File: config.mk
export PLATFORM = sky130hd
export DESIGN_NAME = mod_add_sub_pipe_flat
export DESIGN_NICKNAME = d
export VERILOG_FILES = /design/src/rtl/mod_add_sub_pipe_if.sv /design/src/rtl/mod_add_sub_pipe.sv /design/src/flat_wrapper.sv
export SDC_FILE = /design/constraint.sdc
export NUM_CORES = 1
export LEC_CHECK = 0
export CELL_PAD_IN_SITES_DETAIL_PLACEMENT = 2
export CELL_PAD_IN_SITES_GLOBAL_PLACEMENT = 2
export CORE_ASPECT_RATIO = 0.6
export CORE_MARGIN = 1.5
export CORE_UTILIZATION = 32
export DETAILED_ROUTE_END_ITERATION = 16
export PLACE_DENSITY_LB_ADDON = 0.1
export SYNTH_ARGS = -nofsm -noshare
export SYNTH_HDL_FRONTEND = slang
export SYNTH_SLANG_ARGS = --single-unit
File: constraint.sdc
create_clock -name clk -period 7.8 [get_ports clk]
set_input_delay 1.56 -clock clk [delete_from_list [all_inputs] [get_ports clk]]
set_output_delay 1.56 -clock clk [all_outputs]
set_load 0.005 [all_outputs]
File: src/rtl/mod_add_sub_pipe_if.sv
// Valid/ready operand and result channel of the pipelined modular adder/subtractor.
interface mod_add_sub_pipe_if #(
   parameter int WIDTH = 16
);
   logic             in_valid;
   logic             in_ready;
   logic [WIDTH-1:0] a;
   logic [WIDTH-1:0] b;
   logic             mode;
   logic             out_valid;
   logic             out_ready;
   logic [WIDTH-1:0] result;
   logic             wrap;

   modport master (
      output in_valid, a, b, mode, out_ready,
      input  in_ready, out_valid, result, wrap
   );

   modport slave (
      input  in_valid, a, b, mode, out_ready,
      output in_ready, out_valid, result, wrap
   );
endinterface

File: src/rtl/mod_add_sub_pipe.sv
// Two-stage modular add/subtract: S1 forms the raw WIDTH+1-bit sum/difference,
// S2 folds it back into [0, Q) and flags whether a correction was applied.
module mod_add_sub_pipe #(
   parameter int WIDTH = 16,
   parameter int Q     = 12289,
   parameter int CNT_W = 32
) (
   input  logic                clk,
   input  logic                rst,
   mod_add_sub_pipe_if.slave   bus,
   output logic [CNT_W-1:0]    op_count
);
   localparam logic [WIDTH:0] QX = (WIDTH+1)'(Q);

   logic             s1_valid;
   logic             s1_mode;
   logic [WIDTH:0]   s1_raw;
   logic             s2_valid;
   logic [WIDTH-1:0] s2_result;
   logic             s2_wrap;

   logic             s1_adv;
   logic             s2_adv;
   logic [WIDTH:0]   raw_in;
   logic [WIDTH-1:0] corr;
   logic             corr_wrap;

   always_comb begin
      s2_adv = !s2_valid || bus.out_ready;
      s1_adv = !s1_valid || s2_adv;
   end

   // Subtraction keeps the borrow in the MSB so S2 can test the sign directly.
   always_comb begin
      if (bus.mode) raw_in = {1'b0, bus.a} - {1'b0, bus.b};
      else          raw_in = {1'b0, bus.a} + {1'b0, bus.b};
   end

   always_comb begin
      corr      = s1_raw[WIDTH-1:0];
      corr_wrap = 1'b0;
      if (s1_mode) begin
         if (s1_raw[WIDTH]) begin
            corr      = WIDTH'(s1_raw + QX);
            corr_wrap = 1'b1;
         end
      end else if (s1_raw >= QX) begin
         corr      = WIDTH'(s1_raw - QX);
         corr_wrap = 1'b1;
      end
   end

   always_ff @(posedge clk) begin
      if (rst) begin
         s1_valid <= 1'b0;
         s1_mode  <= 1'b0;
         s1_raw   <= '0;
      end else if (s1_adv) begin
         s1_valid <= bus.in_valid;
         if (bus.in_valid) begin
            s1_mode <= bus.mode;
            s1_raw  <= raw_in;
         end
      end
   end

   always_ff @(posedge clk) begin
      if (rst) begin
         s2_valid  <= 1'b0;
         s2_result <= '0;
         s2_wrap   <= 1'b0;
      end else if (s2_adv) begin
         s2_valid <= s1_valid;
         if (s1_valid) begin
            s2_result <= corr;
            s2_wrap   <= corr_wrap;
         end
      end
   end

   always_ff @(posedge clk) begin
      if (rst)                              op_count <= '0;
      else if (s2_valid && bus.out_ready)   op_count <= op_count + CNT_W'(1);
   end

   assign bus.in_ready  = s1_adv;
   assign bus.out_valid = s2_valid;
   assign bus.result    = s2_result;
   assign bus.wrap      = s2_wrap;
endmodule

File: src/flat_wrapper.sv
// flat-port wrapper written by rule: the top's interface ports become plain ports
module mod_add_sub_pipe_flat 
#(
   parameter int WIDTH = 16,
   parameter int Q     = 12289,
   parameter int CNT_W = 32
)
  (clk, rst, op_count, bus_in_valid, bus_a, bus_b, bus_mode, bus_out_ready, bus_in_ready, bus_out_valid, bus_result, bus_wrap);
  mod_add_sub_pipe_if #(.WIDTH(WIDTH)) bus_i ();
  input  logic clk;
  input  logic rst;
  output logic [CNT_W-1:0] op_count;
  input wire logic [$bits(bus_i.in_valid)-1:0] bus_in_valid;
  input wire logic [$bits(bus_i.a)-1:0] bus_a;
  input wire logic [$bits(bus_i.b)-1:0] bus_b;
  input wire logic [$bits(bus_i.mode)-1:0] bus_mode;
  input wire logic [$bits(bus_i.out_ready)-1:0] bus_out_ready;
  output wire logic [$bits(bus_i.in_ready)-1:0] bus_in_ready;
  output wire logic [$bits(bus_i.out_valid)-1:0] bus_out_valid;
  output wire logic [$bits(bus_i.result)-1:0] bus_result;
  output wire logic [$bits(bus_i.wrap)-1:0] bus_wrap;
  assign bus_i.in_valid = bus_in_valid;
  assign bus_i.a = bus_a;
  assign bus_i.b = bus_b;
  assign bus_i.mode = bus_mode;
  assign bus_i.out_ready = bus_out_ready;
  assign bus_in_ready = bus_i.in_ready;
  assign bus_out_valid = bus_i.out_valid;
  assign bus_result = bus_i.result;
  assign bus_wrap = bus_i.wrap;
  mod_add_sub_pipe #(.WIDTH(WIDTH), .Q(Q), .CNT_W(CNT_W)) u_core (.clk(clk), .rst(rst), .bus(bus_i), .op_count(op_count));
endmodule
==> results of run 1 <==
[worst register-to-register path, stage by stage, from the launching register on]
cell       delay, ps
dfxtp_1          430
or4_4            630
and4bb_4         420
a41oi_4          330
a2111oi_1        530
a31o_1           160
a221o_1          100
[path summary, 6_finish.rpt]
check / from / endpoint / cells past startpoint
min reg2reg: u_core.bus.result[15]$_SDFFE_PP0P_ / u_core.bus.result[15]$_SDFFE_PP0P_ / 2
max reg2reg: u_core.s1_raw[2]$_SDFFE_PP0P_ / u_core.bus.result[12]$_SDFFE_PP0P_ / 6
min: u_core.bus.result[15]$_SDFFE_PP0P_ / u_core.bus.result[15]$_SDFFE_PP0P_ / 2
max: bus_b[2] / u_core.s1_raw[14]$_SDFFE_PP0P_ / 12
[registers in the layout (all words and copies together) (netlist names)]
register	cells
u_core.bus.out_valid	1
u_core.bus.wrap	1
u_core.op_count	32
u_core.s1_mode	1
u_core.bus.result	16
u_core.s1_raw	17
u_core.s1_valid	1
[cells by family (layout without fill, tap and decap cells)]
kind of cell,after synthesis,in the layout,synth area share (%)
AND/OR/NAND/NOR,244,244,27.0
flip-flops,69,69,31.0
adder cells (fa/ha/maj),22,22,6.34
AO/OA/AOI/OAI,124,124,18.7
buffers and inverters,44,124,4.04
multiplexers,5,5,1.12
XOR/XNOR,60,60,11.8
[cells in the mapped netlist, drive strengths merged, types with 3 or more instances]
| cell type | count | area, sq um |
|---|---|---|
| dfxtp | 69 | 1380 |
| nor2 | 65 | 251 |
| nand2 | 62 | 233 |
| a21oi | 38 | 194 |
| xnor2 | 34 | 298 |
| nand3 | 28 | 140 |
| xor2 | 26 | 228 |
| nor3 | 24 | 120 |
| o21ai | 24 | 120 |
| clkbuf | 22 | 82.6 |
| ha | 21 | 263 |
| a31oi | 18 | 113 |
| inv | 18 | 67.6 |
| nand4 | 14 | 87.6 |
| and3 | 10 | 62.6 |
| a21o | 8 | 63.8 |
| a211oi | 7 | 52.6 |
| and4 | 7 | 61.3 |
| nor2b | 6 | 37.5 |
| mux2i | 5 | 50.1 |
| nor4 | 5 | 31.3 |
| or3 | 5 | 31.3 |
| buf | 4 | 30.0 |
| o211ai | 4 | 30.0 |
| and2 | 3 | 18.8 |
| o21a | 3 | 22.5 |
| o31ai | 3 | 22.5 |
| or4 | 3 | 26.3 |
[per-layer routing]
layer / up-vias / global-route usage, % / routed length (microns)
li1: 2189 / - / -
met1: 2237 / 32.4 / 8360
met2: 70 / 34.4 / 6360
met3: 12 / 3.72 / 429
met4: 0 / 4.13 / 110
met5: - / 0 / 0
[layout by cell type, fill, tap and decap left out, types with 9 or more instances in the layout]
| master | n |
|---|---|
| xor2_1 | 26 |
| and3_1 | 10 |
| a31oi_1 | 18 |
| inv_1 | 18 |
| a21oi_1 | 37 |
| clkdlybuf4s50_1 | 86 |
| ha_1 | 21 |
| o21ai_0 | 22 |
| nor2_1 | 64 |
| nand3_1 | 28 |
| nand2_1 | 62 |
| clkbuf_16 | 9 |
| xnor2_1 | 34 |
| nor3_1 | 24 |
| dfxtp_1 | 69 |
| nand4_1 | 14 |
[final cells by class]
type	instances	area (sq um)
fillers	1545	7860
inverters	18	67.6
repair buffers	90	888
clock inverters	6	68.8
flip-flops and latches	69	1380
multi-input cells	455	2900
clock buffers	10	239
well taps	175	219
[power breakdown]
part	switching, mW	leakage, nW	internal, mW
Sequential	0.0289	0.561	0.373
Clock	0.169	0.149	0.259
Combinational	0.157	1.39	0.124
[through the flow]
stage	cell area [sq um]	utilization [%]	instances	hold WS, ps
floorplan	4460	-	568	442
global placement	5460	40.0	807	436
detailed placement	5460	40.0	807	449
CTS	5760	42.3	823	463
global route	5760	42.3	823	479
finish	5760	42.3	823	458
==> results by group, run 1 <==
CTS
  – TritonCTS buffer count: 9
  – Worst-path clk slew: ~60 ps
  – H-tree levels: 3
  – Post-CTS Resized: 0
  – CTS tree: done
  – Latest clock arrival within the worst-skew pair: roughly 340 ps
  – CTS max path bufs: 2
  – Clock sink count: 69
  – Postcts setup bufs: 0
  – Root buffer cell: clkbuf_16
  – Hold buffer count at cts: 0

Logic synthesis
  – Yosys cell types: 59
  – Mapped Cells: 568
  – #FFs+latches synth: 69
  – Sequential share of the synthesized area: a little over 30%
  – Ys async rst share: 0%
  – Netlist Area Pre-Place: roughly 4500 sq um
  – Avg Synthesized Cell Area: 7.85 sq um
  – Syn nets: 627
  – Top_reg_cell synth: dfxtp_1
  – Post-synth EDFFs: 0
  – Yosys warning total: 0

Min path
  – Worst Hold Class: flip-flop to flip-flop

Drt
  – Routed len/inst: 18.5 microns
  – Drt total wl: approximately 15 mm
  – DR pass1 iterations: 4
  – Vias post-DR: roughly 4,500
  – DR iter-0 viols: 172
  – DRC: 0
  – Vias per cell: 5.48
  – Antenna-violating nets left: 0

Final layout
  – Fin nets: between 700 and 800
  – Area delta synth->final: 29.2%
  – # diodes: 0
  – Fraction of layout cells with a size suffix above 1: roughly 4.9%

Run status
  – Status: finished clean

Power
  – VDD IR-drop max: just under 0.00009 V
  – Tot Pwr: 1.11 mW
  – Leakage Power: 2.11 nW
  – Power Dens Cells: between 150 and 200 nW/um^2

Floorplan
  – Core Region: 13,600 sq um
  – Height of the die: ~94 microns
  – Row count: 33
  – I/O pins: 88
  – Die X-Extent: between 150 and 200 microns
  – DIE AREA: between 10,000 and 15,000 sq um
  – Effective utilization at floorplan: 32.7%

Timing
  – Fmax: 194 MHz
  – Final Setup Violations: 0
  – Layout Skew: 7.81 ps
  – Setup_tns: 0 ps
  – Least-Margin Pin Slew: 1100 ps
  – Worst slew margin: 26.3%
  – Final hold vios: 0
  – PnR worst setup slack: 2660 ps
  – Max-slew violations: 0
  – Minimum clock period: 5140 ps
  – Unrepaired setup endpoints after global routing: no
  – Final Cycle Share: 66.0%

Worst setup path
  – Critical path's largest stage delay: 850 ps
  – Crit Path Class: input pin to flip-flop
  – Crit. End Element: flip-flop
  – Reg2reg setup slack: 5150 ps
  – Setup crit start kind: input pin
  – Critical Path AT: 5370 ps
  – Delay-heaviest family, CP: simple AND/OR/NAND/NOR gates
  – Req. time, crit path: 8030 ps
  – Crit-path slowest cell: nor4_1
  – Crit-path cells: clkdlybuf4s50_1 -> nor3_1 -> nand2_1 -> nor4_1 -> nor2_1 -> xnor2_1 -> ha_1 -> a21o_1 -> o2111a_1 -> o311a_1 -> o21a_1 -> o41ai_1
  – Worst Path Buf+Inv: 1
  – Worst-path maximum fanout: 5

GRT
  – Gr ovfl total: 0
  – Number of global-route vias before repair: between 4,000 and 5,000
  – GRT Total Usage: between 20% and 30%
  – Antenna violations before repair: 0
  – First-pass GRT wire length: 25.6 mm
  – Largest net degree at the start of global routing: 38

Place
  – Post-DP HPWL: 11.8 mm
  – Dpl ws: 2300 ps
  – IO buf count: slightly below 90
  – Routability Congestion: between 0.8 and 0.9

Job
  – Max-cap viol count: 0
Note: power is estimated with default switching activity, not from simulation.
==> inputs of run 2 (changes only) <==
--- a/config.mk
+++ b/config.mk
@@ -9,7 +9,7 @@
 export CELL_PAD_IN_SITES_GLOBAL_PLACEMENT = 2
 export CORE_ASPECT_RATIO = 0.6
 export CORE_MARGIN = 1.5
-export CORE_UTILIZATION = 32
+export CORE_UTILIZATION = 30
 export DETAILED_ROUTE_END_ITERATION = 16
 export PLACE_DENSITY_LB_ADDON = 0.1
 export SYNTH_ARGS = -nofsm -noshare
==> constraint.sdc (replaced) <==
create_clock -name clk -period 5 [get_ports clk]
set_input_delay 1 -clock clk [delete_from_list [all_inputs] [get_ports clk]]
set_output_delay 1 -clock clk [all_outputs]
set_load 0.005 [all_outputs]
==> results by group, run 2 (synthesis gave the netlist of run 1 again) <==
CTS
  – CTS tree: done
  – Post-CTS Resized: 0 (unchanged)
  – Clock sink count: 69 (unchanged)
  – Postcts setup bufs: 0 (unchanged)
  – Hold buffer count at cts: 0 (unchanged)
  – CTS max path bufs: 2 (unchanged)
  – H-tree levels: 3 (unchanged)
  – TritonCTS buffer count: 9 (unchanged)
  – Worst-path clk slew: 60 ps (about the same)
  – Latest clock arrival within the worst-skew pair: 330 ps (about the same)
  – Root buffer cell: clkbuf_16

Drt
  – DRC: 0 (unchanged)
  – Routed len/inst: 18.5 microns (-0.31%)
  – Drt total wl: 15.7 mm (+2.8%)
  – Antenna-violating nets left: 0 (unchanged)
  – DR pass1 iterations: 4 (unchanged)
  – DR iter-0 viols: 193 (+12%)
  – Vias post-DR: 4,532 (+0.53%)
  – Vias per cell: 5.34 (-2.5%)

Min path
  – Hold Startpoint: u_core.bus.result[6]$_SDFFE_PP0P_
  – Worst Hold Class: flip-flop to flip-flop

Worst setup path
  – Crit. End Element: flip-flop
  – Reg-to-reg critical path startpoint: u_core.s1_raw[2]$_SDFFE_PP0P_
  – Req. time, crit path: 5280 ps (-2750 ps)
  – Crit Path Class: input pin to flip-flop
  – Worst-path maximum fanout: 6 (+1)
  – Setup crit start kind: input pin
  – Critical Path AT: 4260 ps (-1110 ps)
  – CP startpoint: bus_b[0]

Timing
  – Final Cycle Share: between 70% and 80%
  – Minimum clock period: roughly 4000 ps
  – Final hold vios: 0 (unchanged)
  – Fmax: 251 MHz
  – PnR worst setup slack: 1010 ps (-1640 ps)
  – Layout Skew: 4.87 ps (-2.95 ps)
  – Setup_tns: 0 ps (unchanged)
  – Final Setup Violations: 0 (unchanged)
  – Unrepaired setup endpoints after global routing: no
  – Max-slew violations: 0 (unchanged)
  – Least-Margin Pin Slew: 914 ps (-181 ps)
  – Worst slew margin: 38.6% (+12 points)

Final layout
  – Fin nets: 707 (+0.71%)
  – Area of the multi-input gates: 2900 sq um (+0.13%)
  – Largest register FFs: 32 (unchanged)
  – Fraction of layout cells with a size suffix above 1: 5.53% (+0.59 points)
  – # diodes: 0 (unchanged)
  – Area delta synth->final: 30.4%
  – Commonest non-fill, non-tap cell in the layout: clkdlybuf4s50_1
  – Reg with most FFs: u_core.op_count
  – Fillers: 1,650 (+6.8%)
  – Seq. cell area: 1380 sq um (unchanged)
  – Most frequent cells in the layout: 86 x clkdlybuf4s50_1, 69 x dfxtp_1, 64 x nor2_1, 62 x nand2_1, 36 x a21oi_1

Floorplan
  – Row count: 34 (+3.0%)
  – Core Region: 14,500 sq um (+6.5%)
  – Die X-Extent: 160 microns (+3.2%)
  – DIE AREA: 15,600 sq um (+6.5%)
  – Effective utilization at floorplan: 30.7% (-2.0 points)
  – I/O pins: 88 (unchanged)
  – Height of the die: 97.5 microns (+3.2%)

GRT
  – GRT Total Usage: 21.0% (-1.2 points)
  – Routing usage on met1: 30.0% (-2.4 points)
  – Largest net degree at the start of global routing: 62 (+63%)
  – First-pass GRT wire length: 26.2 mm (+2.0%)
  – GR Util met2: 33.0% (-1.5 points)
  – Number of global-route vias before repair: 4,926 (+1.8%)
  – Gr ovfl total: 0 (unchanged)
  – Busiest grt layer: met2
  – Met3 GRT Util: 4.01% (+0.29 points)
  – Antenna violations before repair: 1 (+1)

Run status
  – Status: finished clean

Power
  – Tot Pwr: 1.71 mW (+54%)
  – Power Dens Cells: 294 nW/um^2 (+53%)
  – Leakage Power: 2.12 nW (+0.65%)
  – VDD IR-drop max: 0.000141 V (+60%)

Job
  – Max-cap viol count: 0 (unchanged)

Place
  – IO buf count: 87 (unchanged)
  – Post-DP HPWL: 12.1 mm (+2.7%)
  – Routability Congestion: 0.834 (+1.6%)
  – Dpl ws: 676 ps (-1620 ps)
[run 2: cell types whose count changed in the layout (fill, tap and decap cells not counted), sizes merged]
cell,before,now
buf,4,9
clkinv,2,1
inv,20,18
clkinvlp,1,2
[run 2: stage by stage]
stage | cell area (sq um) | util (%) | hold WS (ps) | std cells
after global placement | 5530 | 38.1 | 439 | 835
after floorplan | 4460 | - | 442 | 568
after CTS | 5810 | 40.1 | 462 | 849
final | 5810 | 40.1 | 457 | 849
after detailed placement | 5530 | 38.1 | 454 | 835
after global routing | 5810 | 40.1 | 496 | 849
[run 2: critical path: stages]
cell	delay [ps]
clkdlybuf4s50_1	560
inv_1	90
ha_1	250
a31oi_1	220
xnor2_1	160
ha_1	330
a21o_1	210
a211oi_1	500
nand2_1	130
and3_1	210
or4_1	490
nand3_1	90
[run 2: worst paths after layout]
check	endpoint	slack, ps	cells past startpoint
min reg2reg	u_core.bus.result[6]$_SDFFE_PP0P_	460	2
max	u_core.s1_raw[15]$_SDFFE_PP0P_	1010	12
min	u_core.bus.result[6]$_SDFFE_PP0P_	460	2
max reg2reg	u_core.bus.result[12]$_SDFFE_PP0P_	2390	6
[run 2: power breakdown]
part / internal, mW / switching, mW / total, mW
sequential: 0.582 / 0.0456 / 0.628
clock: 0.393 / 0.247 / 0.641
combinational: 0.195 / 0.248 / 0.443
total: 1.17 / 0.541 / 1.71
[run 2: layout make-up]
class / instances / area share, %
repair buffers: 95 / 15.9
multi-input cells: 455 / 49.9
inverters: 18 / 1.16
flip-flops and latches: 69 / 23.8
clock inverters: 4 / 0.861
well taps: 198 / 4.26
clock buffers: 10 / 4.11
[run 2: routing by layer]
metal	wire [microns]	up-vias
met1	8180	2256
met2	6820	73
met3	603	7
met5	0	-
met4	89	0
li1	-	2196
==> inputs of run 3 (changes only) <==
==> constraint.sdc (replaced) <==
create_clock -name clk -period 3.95 [get_ports clk]
set_input_delay 0.79 -clock clk [delete_from_list [all_inputs] [get_ports clk]]
set_output_delay 0.79 -clock clk [all_outputs]
set_load 0.005 [all_outputs]
==> results by group, run 3 (synthesis gave the netlist of run 1 again) <==
Job
  – Max-cap viol count: 0 (unchanged)

Drt
  – Vias post-DR: 4,609 (+1.7%)
  – Drt total wl: 15.9 mm (+1.4%)
  – Antenna-violating nets left: 0 (unchanged)
  – Routed len/inst: 18.4 microns (-0.32%)
  – DRC: 0 (unchanged)
  – DR pass1 iterations: 4 (unchanged)
  – DR iter-0 viols: 167 (-13%)
  – Vias per cell: 5.33 (about the same)

CTS
  – Root buffer cell: clkbuf_16
  – Hold buffer count at cts: 0 (unchanged)
  – Postcts setup bufs: 0 (unchanged)
  – CTS tree: done
  – CTS max path bufs: 2 (unchanged)
  – Clock sink count: 69 (unchanged)
  – Worst-path clk slew: 60 ps (about the same)
  – Post-CTS Resized: 0 (unchanged)
  – H-tree levels: 3 (unchanged)
  – TritonCTS buffer count: 9 (unchanged)
  – Latest clock arrival within the worst-skew pair: 330 ps (about the same)

Final layout
  – Area delta synth->final: 33.4%
  – Fraction of layout cells with a size suffix above 1: 7.66% (+2.1 points)
  – Finished layout cell area: 5950 sq um (+2.3%)
  – Largest register FFs: 32 (unchanged)
  – Final std cells w/o fill: 864 (+1.8%)
  – Fin nets: 720 (+1.8%)
  – Most frequent cells in the layout: 86 x clkdlybuf4s50_1, 69 x dfxtp_1, 64 x nor2_1, 62 x nand2_1, 36 x a21oi_1
  – Reg with most FFs: u_core.op_count
  – # diodes: 0 (unchanged)
  – Commonest non-fill, non-tap cell in the layout: clkdlybuf4s50_1

Worst setup path
  – Worst Path Buf+Inv: 3 (+1)
  – CP most frequent cell: buf_4
  – CP startpoint: bus_b[4]
  – Req. time, crit path: 4170 ps (-1110 ps)
  – Setup crit start kind: input pin
  – Critical path's largest stage delay: 460 ps (-100 ps)
  – Worst setup path end: u_core.s1_raw[14]$_SDFFE_PP0P_
  – FF-to-FF End: u_core.bus.result[12]$_SDFFE_PP0P_
  – Delay-heaviest family, CP: compound AO/OA/AOI/OAI gates
  – Worst R2R Path Depth: 6 (unchanged)
  – Stages on worst setup path: 15 (+3)
  – Crit. End Element: flip-flop
  – Worst-path maximum fanout: 5 (-1)
  – Reg-to-reg critical path startpoint: u_core.s1_raw[2]$_SDFFE_PP0P_
  – Crit-path slowest cell: clkdlybuf4s50_1
  – Crit Path Class: input pin to flip-flop
  – Crit-path cells: clkdlybuf4s50_1 -> nor3_1 -> nand2_1 -> nor4_1 -> buf_4 -> nor2_1 -> xnor2_1 -> ha_1 -> buf_4 -> o21ai_0 -> nand2b_1 -> o2111a_1 -> o311a_1 -> o21a_1 -> o41ai_1
  – Reg2reg setup slack: 1300 ps (-1090 ps)
  – Critical Path AT: 3910 ps (-350 ps)

Place
  – Post-DP HPWL: 12.4 mm (+2.6%)
  – Routability Congestion: 0.827 (-0.91%)
  – Placed cell area: 5620 sq um (+1.7%)
  – IO buf count: 87 (unchanged)
  – Placed Cells: 848 (+1.6%)

Timing
  – Worst slew margin: 33.3% (-5.3 points)
  – Final Hold Slack: 462 ps (+4.93 ps)
  – Max-slew violations: 0 (unchanged)
  – Setup_tns: 0 ps (unchanged)
  – Layout Skew: 4.99 ps (+0.124 ps)
  – Fmax: 271 MHz
  – Least-Margin Pin Slew: 993 ps (+78.9 ps)
  – Final hold vios: 0 (unchanged)
  – Minimum clock period: 3690 ps
  – Final Setup Violations: 0 (unchanged)
  – Final Cycle Share: 93.4%
  – Unrepaired setup endpoints after global routing: no

GRT
  – GRT Total Usage: 21.2% (+0.19 points)
  – Number of global-route vias before repair: 4,894 (-0.65%)
  – Antenna violations before repair: 1 (unchanged)
  – Largest net degree at the start of global routing: 40 (-35%)
  – First-pass GRT wire length: 26.4 mm (+0.95%)
  – Gr ovfl total: 0 (unchanged)

Floorplan
  – DIE AREA: 15,600 sq um (unchanged)
  – Core Region: 14,500 sq um (unchanged)
  – I/O pins: 88 (unchanged)
  – Die X-Extent: 160 microns (unchanged)
  – Row count: 34 (unchanged)
  – Height of the die: 97.5 microns (unchanged)
  – Effective utilization at floorplan: 30.7% (unchanged)

Min path
  – Hold Startpoint: u_core.bus.result[4]$_SDFFE_PP0P_
  – Worst Hold Class: flip-flop to flip-flop

Power
  – Leakage Power: 2.21 nW (+4.1%)
  – Tot Pwr: 2.25 mW (+32%)
  – Power Dens Cells: 379 nW/um^2 (+29%)
  – VDD IR-drop max: 0.000187 V (+33%)

Run status
  – Status: finished clean
-- run 3: cell types whose count changed in the layout (fill, tap and decap cells not counted) --
cell        previous run  this run
clkinv_4               0         1
clkinvlp_4             2         1
buf_4                  8        21
bufinv_16              1         2
clkinv_2               1         2
-- run 3: layer usage --
layer | part of all wire (%) | GRT usage (%) | routed length, microns
met1 | 53 | 30.5 | 8390
met2 | 43 | 33.0 | 6890
met3 | 3.5 | 4.18 | 553
met4 | 0.55 | 3.67 | 87
met5 | 0 | 0 | 0
-- run 3: tightest hold or removal path, stage by stage (launching register included) --
cell	delay, ps
dfxtp_1	320
nand2_1	50
o21ai_0	60
-- run 3: worst min-delay path by stage --
stage,to,slack (ps),depth (start not counted)
after floorplan,u_core.bus.result[6]$_SDFFE_PP0P_,440,2
after global placement,u_core.bus.result[6]$_SDFFE_PP0P_,440,2
after detailed placement,u_core.bus.result[6]$_SDFFE_PP0P_,450,2
after CTS,u_core.bus.result[4]$_SDFFE_PP0P_,460,2
after global routing,u_core.bus.result[1]$_SDFFE_PP0P_,500,1
final,u_core.bus.result[4]$_SDFFE_PP0P_,460,2
-- run 3: where the power goes --
group,switching (mW),total (mW),internal (mW),leakage (nW)
clock,0.308,0.876,0.568,0.158
sequential,0.0589,0.796,0.737,0.561
combinational,0.319,0.581,0.263,1.49
-- run 3: layout make-up --
class | instances | area (sq um)
sequential | 69 | 1380
multi-input combinational | 455 | 2900
clock inverter | 6 | 86.3
timing repair buffer | 108 | 1020
clock buffer | 10 | 239
tap | 198 | 248
fill | 1634 | 8560
inverter | 18 | 67.6
-- run 3: per-stage QoR --
stage,util [%],worst slack (ps)
floorplan,-,577
global placement,38.7,60.8
detailed placement,38.7,-59.2
CTS,41.0,282
global route,41.0,49.5
finish,41.0,260
